<file path="src/rtl/instruction_fetch.sv">
// instruction_fetch: program counter and fetch sequencer in front of a
// synchronous instruction memory with one-cycle registered read latency.
//
// Build option: define IFETCH_HALT_DETECT_EN to stop fetching when a valid
// word carrying HALT_OPCODE in its top six bits is loaded. When the option is
// left undefined, fetch free-runs and halted stays 0.
//
// Ports:
//   clk, rst_n     clock, asynchronous active-low reset
//   stall          consumer not accepting; outputs and fetch position hold
//   redirect       load redirect_addr as the new fetch address, flush in-flight
//   redirect_addr  redirect target
//   mem_q          registered read data from instruction memory
//   read_addr      address to instruction memory (combinational)
//   instr          fetched instruction word (registered)
//   instr_pc       address of instr (registered)
//   instr_valid    instr / instr_pc valid (registered)
//   halted         halt opcode reached, fetching stopped (registered)
module instruction_fetch #(
    parameter int unsigned DATA_WIDTH  = 32,
    parameter int unsigned ADDR_WIDTH  = 10,
    parameter logic [5:0]  HALT_OPCODE = 6'b011010
) (
    input  logic                  clk,
    input  logic                  rst_n,
    input  logic                  stall,
    input  logic                  redirect,
    input  logic [ADDR_WIDTH-1:0] redirect_addr,
    input  logic [DATA_WIDTH-1:0] mem_q,
    output logic [ADDR_WIDTH-1:0] read_addr,
    output logic [DATA_WIDTH-1:0] instr,
    output logic [ADDR_WIDTH-1:0] instr_pc,
    output logic                  instr_valid,
    output logic                  halted
);

    localparam int unsigned OPC_W = 6;

`ifdef IFETCH_HALT_DETECT_EN
    localparam bit HALT_EN = 1'b1;
`else
    localparam bit HALT_EN = 1'b0;
`endif

    typedef enum logic {RUN, HALTED} state_t;

    state_t                state, state_nx;
    logic [ADDR_WIDTH-1:0] fetch_pc, fetch_pc_nx;
    logic [ADDR_WIDTH-1:0] resp_pc, resp_pc_nx;
    logic                  resp_valid, resp_valid_nx;
    logic [DATA_WIDTH-1:0] instr_nx;
    logic [ADDR_WIDTH-1:0] instr_pc_nx;
    logic                  instr_valid_nx;
    logic                  halted_nx;
    logic                  halt_hit_c;

    // Under stall the memory re-reads the word already on mem_q so it stays put.
    assign read_addr = stall ? resp_pc : fetch_pc;

    // Valid word on mem_q carries the halt opcode (constant 0 when disabled).
    assign halt_hit_c = HALT_EN && resp_valid &&
                        (mem_q[DATA_WIDTH-1 -: OPC_W] == HALT_OPCODE);

    // State and datapath registers.
    always_ff @(posedge clk or negedge rst_n) begin
        if (!rst_n) begin
            state       <= RUN;
            fetch_pc    <= '0;
            resp_pc     <= '0;
            resp_valid  <= 1'b0;
            instr       <= '0;
            instr_pc    <= '0;
            instr_valid <= 1'b0;
            halted      <= 1'b0;
        end else begin
            state       <= state_nx;
            fetch_pc    <= fetch_pc_nx;
            resp_pc     <= resp_pc_nx;
            resp_valid  <= resp_valid_nx;
            instr       <= instr_nx;
            instr_pc    <= instr_pc_nx;
            instr_valid <= instr_valid_nx;
            halted      <= halted_nx;
        end
    end

    // Next state: redirect beats stall beats normal advance.
    always_comb begin
        state_nx       = state;
        fetch_pc_nx    = fetch_pc;
        resp_pc_nx     = resp_pc;
        resp_valid_nx  = resp_valid;
        instr_nx       = instr;
        instr_pc_nx    = instr_pc;
        instr_valid_nx = instr_valid;
        halted_nx      = halted;

        if (redirect) begin
            fetch_pc_nx    = redirect_addr;
            resp_valid_nx  = 1'b0;
            instr_valid_nx = 1'b0;
            halted_nx      = 1'b0;
            state_nx       = RUN;
        end else if (!stall) begin
            case (state)
                RUN: begin
                    instr_nx       = mem_q;
                    instr_pc_nx    = resp_pc;
                    instr_valid_nx = resp_valid;
                    if (halt_hit_c) begin
                        // Halt word is presented; its prefetched successor is dropped.
                        state_nx      = HALTED;
                        halted_nx     = 1'b1;
                        resp_valid_nx = 1'b0;
                    end else begin
                        resp_pc_nx    = fetch_pc;
                        resp_valid_nx = 1'b1;
                        fetch_pc_nx   = ADDR_WIDTH'(fetch_pc + 1'b1);
                    end
                end
                HALTED: begin
                    instr_valid_nx = 1'b0;
                end
                default: begin
                    state_nx = RUN;
                end
            endcase
        end
    end

endmodule

</file>
<file path="config.mk">
export PLATFORM = sky130hd
export DESIGN_NAME = instruction_fetch
export DESIGN_NICKNAME = d
export VERILOG_FILES = /design/src/rtl/instruction_fetch.sv
export SDC_FILE = /design/constraint.sdc
export NUM_CORES = 1
export LEC_CHECK = 0
export CORE_UTILIZATION = 41
export CTS_BUF_LIST = sky130_fd_sc_hd__clkbuf_4 sky130_fd_sc_hd__clkbuf_8
export DETAILED_ROUTE_END_ITERATION = 16
export PLACE_DENSITY = 0.8
export SYNTH_ARGS = -nofsm -noshare
export SYNTH_HDL_FRONTEND = slang
export SYNTH_SLANG_ARGS = --single-unit
export TNS_END_PERCENT = 1
</file>
<file path="constraint.sdc">
create_clock -name clk -period 1.6 [get_ports clk]
set_clock_uncertainty 0.2 [all_clocks]
set_input_delay 0.32 -clock clk [delete_from_list [all_inputs] [get_ports clk]]
set_output_delay 0.32 -clock clk [all_outputs]
set_load 0.02 [all_outputs]
</file>
* Word-level counts from Yosys, hierarchy flattened
Cells that the tools add are included.
Storage, ports and cells: latch bits 0, bits in registers 65, memories kept 0, ROM bits 0, RAM bits 0, output and inout bits 54, bits of input ports 46
Cells by class: multiplexer cells 13, div/mod/pow operators 0, shift operators 0, equality and inequality tests 2, add/sub/neg operators 1, reduce and logical (&&, ||, !) cells 2, $lt $le $gt $ge 0, bitwise operators 3, multipliers 0
Operators with widths (number):
- $mux 10 | 4
- $add 10x1->10 const B | 1
- $mux 1 | 8
- $not 1->1 | 3
- $reduce_and 3->1 | 1
- $ne 2x1->1 const B | 1
- $ne 2x2->1 const B | 1
- $pmux 1 s2 | 1
- $reduce_and 2->1 | 1

* Logic depth before layout (Yosys ltp)
Gate-level depths: netlist of run 1.
depth in word-level cells 4, depth in mapped cells 5, depth with buffers taken out 4

* Least setup slack after synthesis of run 1
OpenSTA, ideal clock, no wires.
kind input to output, from input stall, to output read_addr[6], slack -0.070 ns, data required time 1.080 ns, stages on the path 3, arrival 1.150 ns, path through buf_2 buf_2 o21ai_0
Between the ends: cells in the longest elaborated chain, start to end 1
RTL lines:
- start: declaration | line 26 | input logic stall,
- $mux 10 | line 58 | assign read_addr = stall ? resp_pc : fetch_pc;
- end: declaration | line 30 | output logic [ADDR_WIDTH-1:0] read_addr,
Every way passes these cells.

* Worst setup path after layout of run 1
from register resp_pc[3], to output read_addr[3]
Between the ends: cells in the longest elaborated chain, start to end 1
RTL lines:
- start: declaration | line 49 | logic [ADDR_WIDTH-1:0] resp_pc, resp_pc_nx;
- start signal: assignment | line 78 | resp_pc <= resp_pc_nx;
- $mux 10 | line 58
Every way passes these cells.

==> impl_metrics.tcl, run 1 <==
set metrics [dict create \
    status "finished with violations" \
    violations "setup timing" \
    slowest_stage "dfrtp_1" \
    async_reset_ff_share_pct 100 \
    synth_top_cells_by_area "dfrtp_1 (59%), mux2_2 (25%), buf_2 (1.5%), nand2_1 (1.4%), o21ai_0 (1.3%)" \
    clk_pin_slew_worst_paths_ns 0.07 \
    reg2reg_from "fetch_pc[0]" \
    min_path_cells 4 \
    firstDrtPassIters 4 \
    critPathTopFamily "flip-flops" \
    grt_pass1_vias 2095 \
    clock.fmax_mhz 600 \
    avgViaCountPerCell 4.93 \
    avgSynthCellArea_um2 13.8 \
    synth_adder_area_share_pct 0.461 \
    critPathMaxFanout 3 \
    antenna_left 0 \
    regArea_mm2 0.00160 \
    final_cell_mix "dfrtp_1 (64), mux2_2 (58), clkdlybuf4s50_1 (43)" \
    num_vias 2013 \
    setup_viol 8 \
    synth_xor_area_share_pct 1.29 \
    wl_um 5840 \
    clk_path_buf_depth 2 \
    grt_pass1_wl_um 9780 \
    synth_top_area_cell "dfrtp_1" \
    ff2ff_setup_slack_ns 0.04 \
    place_hpwl_um 3980 \
    final_common_cell "dfrtp_1" \
    grtUsageTotal_pct 17.7 \
    rsz0062_at_grt "true" \
    drtIter0Drc 59 \
    fillCellCount 498 \
    crit_arrival_ns 1.15 \
    muxShareOfSynthArea_pct 25.6 \
    p_per_area_mw_per_mm2 1200 \
    cts_buffers 9 \
    rows 29 \
    hp-class "in2reg" \
    syn_inst 197 \
    p_total_mw 5.12 \
    syn_to_final_growth_pct 56.9 \
    root_buffer "clkbuf_8" \
    p_leak_nw 1.93 \
    nNetsFinal 373 \
    synth_simple_gate_area_share_pct 6.77 \
    syn_nets 244 \
    report.final.slew_viol_count 0 \
    die_area_mm2 0.00695 \
    finalWeightedCongestion 0.717 \
    peakVddDrop_mv 0.680 \
    syn_area_mm2 0.00272 \
    start_kind "flip-flop" \
    cp.depth 2 \
    synth_edf_count 0 \
    start_util_pct 42.5 \
    period_share_pct 104 \
    setup_tns_ns -0.400 \
    clock_latency_ns 0.33 \
    antenna_cells 0 \
    antenna_found_initial 0 \
    worst-path-buf-inv 1 \
    final-hold-violation-count 0 \
    coreArea_mm2 0.00639 \
    fin_crit_ns 1.67 \
    synth-seq-cells 64 \
    dp_slack_ns -0.779 \
    multiInputGateArea_mm2 0.00108 \
    grt_max_degree 65 \
    synth_ff_type "dfrtp_1" \
    worst_slack_ns -0.0669 \
    yosysWarnings 0 \
    htree_levels 3 \
    drive_gt1_share_pct 38.1 \
    yosysTopAreaCellShare_pct 59.0 \
    cpPeakStageDelay_ns 0.40 \
    path_class "reg2out" \
    synth_compound_area_share_pct 3.92 \
    wl_per_cell_um 14.3 \
    seq_area_frac_synth_pct 59.0 \
    max_cap_viol_count 0 \
    die_w_um 83.4 \
    required_ns 1.08 \
    synth_top_family_by_area "multiplexers" \
    fp.dieH_um 83.4 \
    reg2reg_depth 6 \
    clock_sinks 64 \
    hold_end "resp_valid" \
    cts_tree "done" \
    drc 0 \
    overflow 0 \
    io_pins 100 \
    worstHoldStart "stall" \
    path_cells "mux2_2 -> buf_2" \
    r2r_end "fetch_pc[6]" \
    critPathCaptureType "output port" \
    synth_cell_types 34 \
    portBuffers 98 \
]
[worst max path at each step]
stage	start	end	slack [ns]
2_1_floorplan	stall	read_addr[6]	-0.07
3_3_place_gp	stall	read_addr[4]	-0.77
3_5_place_dp	stall	read_addr[4]	-0.78
4_1_cts	stall	read_addr[1]	-0.13
5_1_grt	fetch_pc[0]	read_addr[0]	-0.11
6_report	resp_pc[3]	read_addr[3]	-0.07
[power breakdown]
part           internal (mW)  switching [mW]
registers               1.89           0.136
clock network           1.10           0.597
logic                  0.725           0.672
total                   3.71            1.41
[area by class of cell]
type                            instances  share of cell area (%)
Sequential cell                        64                    37.6
Timing Repair Buffer                  130                    28.7
Multi-Input combinational cell        117                    25.3
Clock buffer                           11                    3.41
Clock inverter                          5                    2.44
Tap cell                               77                    2.26
Inverter                                4                   0.352
[registers in the layout (all words and copies together), names as in the netlist]
signal and flops:
resp_pc 10, resp_valid 1, instr_valid 1, instr 32, fetch_pc 10, instr_pc 10
[synthesized netlist by cell type, drive strengths merged, types with 2 or more instances]
library cell   n
mux2i          2
nand4b         2
a311o          2
nand3          3
nor2           5
xor2           3
buf           10
nor4           2
clkbuf         2
nand2         10
nand4          3
dfrtp         64
inv            4
o21ai          7
nand2b         2
o31a           2
and3           2
a21oi          2
mux2          60
[worst min-delay path: stages]
cell and delay [ns]:
buf_4 0.13, buf_16 0.13, buf_4 0.12, a21oi_1 0.06
[through the flow]
step | hold slack (ns) | std cells | util, % | cell area [um2]
global route | 0.280 | 408 | 66.7 | 4260
finish | 0.277 | 408 | 66.7 | 4260
CTS | 0.306 | 405 | 65.4 | 4180
floorplan | -0.176 | 197 | - | 2720
detailed placement | 0.162 | 387 | 62.4 | 3980
global placement | 0.158 | 387 | 62.4 | 3980
[repair_timing]
item / CTS / global route
endpoints found under the setup margin: 111 / 21
buffers inserted: 0 / 3
resized for setup: 95 / 21
pin swaps: 1 / 5
endpoints found under the hold margin: 64 / 0
hold buffers: 1 / 0
gates cloned: 1 / 0
[routing by layer]
| layer | wire length [um] | up-vias | global-route usage (%) |
|---|---|---|---|
| li1 | - | 964 | - |
| met5 | 0 | - | 0 |
| met2 | 2910 | 71 | 29.7 |
| met4 | 39 | 0 | 7.68 |
| met1 | 2500 | 973 | 21.6 |
| met3 | 391 | 5 | 4.67 |
[cell families after synthesis]
family	after synthesis
adder cells (fa/ha/maj)	1
multiplexers	62
AND/OR/NAND/NOR	33
other	1
XOR/XNOR	4
buffers and inverters	16
AO/OA/AOI/OAI	16
flip-flops	64
No activity file was read; power rests on OpenSTA's default activity.
==> run 2, diff against run 1 <==
--- a/config.mk
+++ b/config.mk
@@ -5,10 +5,12 @@
 export SDC_FILE = /design/constraint.sdc
 export NUM_CORES = 1
 export LEC_CHECK = 0
-export CORE_UTILIZATION = 41
+export CELL_PAD_IN_SITES_DETAIL_PLACEMENT = 0
+export CELL_PAD_IN_SITES_GLOBAL_PLACEMENT = 1
+export CORE_UTILIZATION = 32
 export CTS_BUF_LIST = sky130_fd_sc_hd__clkbuf_4 sky130_fd_sc_hd__clkbuf_8
 export DETAILED_ROUTE_END_ITERATION = 16
-export PLACE_DENSITY = 0.8
+export PLACE_DENSITY = 0.79
 export SYNTH_ARGS = -nofsm -noshare
 export SYNTH_HDL_FRONTEND = slang
 export SYNTH_SLANG_ARGS = --single-unit
==> run 2 against run 1 <==
  * The flow still finishes with violations (setup timing)
  * Critical path depth is the same
  * Clock power shrank 31%
  * Worst hold slack gained 0.023 ns
  * Via count grew 0.65%
  * Highest routed layer unchanged
==> impl_metrics.tcl, run 2 (synthesis gave the netlist of run 1 again) <==
set metrics [dict create \
    rsz0062_at_grt "true" \
    clock_power_share_pct 25.1 \
    slowest_stage "dfrtp_1" \
    grt_pass1_wl_um 9650 \
    status "finished with violations" \
    wl_per_cell_um 13.7 \
    htree_levels 3 \
    fillCellCount 773 \
    critPathCaptureType "output port" \
    antenna_left 0 \
    die_area_mm2 0.00886 \
    max_cap_viol_count 0 \
    p_int_mw 3.24 \
    seqPwrFrac_pct 43.5 \
    wl_um 6040 \
    worst_slack_ns -0.0714 \
    cts_tree "done" \
    hp-class "reg2reg" \
    p_total_mw 4.65 \
    clock_sinks 64 \
    antenna_found_initial 0 \
    final_common_cell "dfrtp_1" \
    antenna_cells 0 \
    regArea_mm2 0.00160 \
    comb_power_share_pct 31.4 \
    clock_latency_ns 0.34 \
    num_vias 2026 \
    drive_gt1_share_pct 40.7 \
    clk_pin_slew_worst_paths_ns 0.07 \
    coreArea_mm2 0.00822 \
    swShare_pct 30.3 \
    grt_pass1_vias 2010 \
    critPathMaxFanout 2 \
    fp.dieH_um 94.1 \
    firstDrtPassIters 4 \
    die_w_um 94.1 \
    period_share_pct 104 \
    critPathTopFamily "flip-flops" \
    grt_max_degree 37 \
    path_cells "mux2_2 -> buf_6" \
    p_leak_nw 1.89 \
    fin_crit_ns 1.67 \
    peakVddDrop_mv 0.433 \
    largest_register_ff_count 32 \
    regMostFlops "instr" \
    cts_buffers 9 \
    violations "setup timing" \
    worst-path-buf-inv 1 \
    final-hold-violation-count 0 \
    cpPeakStageDelay_ns 0.40 \
    syn_to_final_growth_pct 56.9 \
    multiInputGateArea_mm2 0.00108 \
    overflow 0 \
    nNetsFinal 380 \
    final_cell_mix "dfrtp_1 (64), mux2_2 (59), clkdlybuf4s50_1 (43)" \
    required_ns 1.08 \
    start_util_pct 33.1 \
    setup_viol 8 \
    path_class "reg2out" \
    root_buffer "clkbuf_8" \
    place_hpwl_um 4480 \
    rows 33 \
    avgViaCountPerCell 4.58 \
    p_switching_mw 1.41 \
    io_pins 100 \
    crit_arrival_ns 1.15 \
    drc 0 \
    finalWeightedCongestion 0.712 \
    grtUsageTotal_pct 14.6 \
    clock.fmax_mhz 598 \
    clk_path_buf_depth 2 \
    p_per_area_mw_per_mm2 1090 \
    portBuffers 98 \
    post-route-util_pct 51.9 \
    start_kind "flip-flop" \
    drtIter0Drc 34 \
    report.final.slew_viol_count 0 \
]
==> run 2: worst paths after layout <==
path	start	to	slack, ns	cells after the start
setup / recovery	fetch_pc[0]	read_addr[0]	-0.07	2
hold / removal	instr[6]	instr[6]	0.30	1
setup reg to reg	fetch_pc[0]	fetch_pc[8]	0.04	6
hold reg to reg	instr[6]	instr[6]	0.30	1
max in group asynchronous	rst_n	instr[2]	0.55	3
min in group asynchronous	rst_n	instr_pc[7]	0.32	3
==> run 2: per-layer routing <==
| layer | vias up | wire length [um] | track usage [%] |
|---|---|---|---|
| met1 | 981 | 2630 | 18.3 |
| met3 | 5 | 463 | 5.42 |
| met4 | 0 | 56 | 4.62 |
| met2 | 74 | 2880 | 23.4 |
| li1 | 966 | - | - |
| met5 | - | 0 | 0 |
==> run 2: through the flow <==
step,worst slack [ns],area (um2),cells,setup TNS [ns],hold WS (ns)
2_1_floorplan,-0.0704,2720,197,-0.199,-0.176
3_3_place_gp,-0.768,4070,424,-38.74,0.112
3_5_place_dp,-0.788,4070,424,-40.10,0.121
4_1_cts,-0.0985,4160,441,-0.833,0.304
5_1_grt,-0.120,4260,442,-0.933,0.314
6_report,-0.0714,4260,442,-0.445,0.300
==> run 2: timing repair <==
| action | CTS | global route |
|---|---|---|
| gates resized for setup | 95 | 52 |
| setup buffers | 1 | 1 |
| setup endpoints to repair | 110 | 40 |
| endpoints found under the hold margin | 64 | 0 |
| pin swaps | 2 | 4 |
| hold buffers | 1 | 0 |
==> run 2: layout make-up <==
cell class	count	area share, %
timing repair buffer	137	29.9
clock inverter	4	0.528
sequential	64	37.6
inverter	4	0.352
multi-input combinational	117	25.3
tap	105	3.08
clock buffer	11	3.26
==> run 2: power by group through the flow <==
stage	Combinational, mW	Sequential (mW)	Clock [mW]
floorplan	0.449	2.31	0
global placement	1.54	2.06	0
detailed placement	1.57	2.06	0
CTS	1.40	2.02	1.22
global route	1.56	2.06	1.30
finish	1.46	2.02	1.17
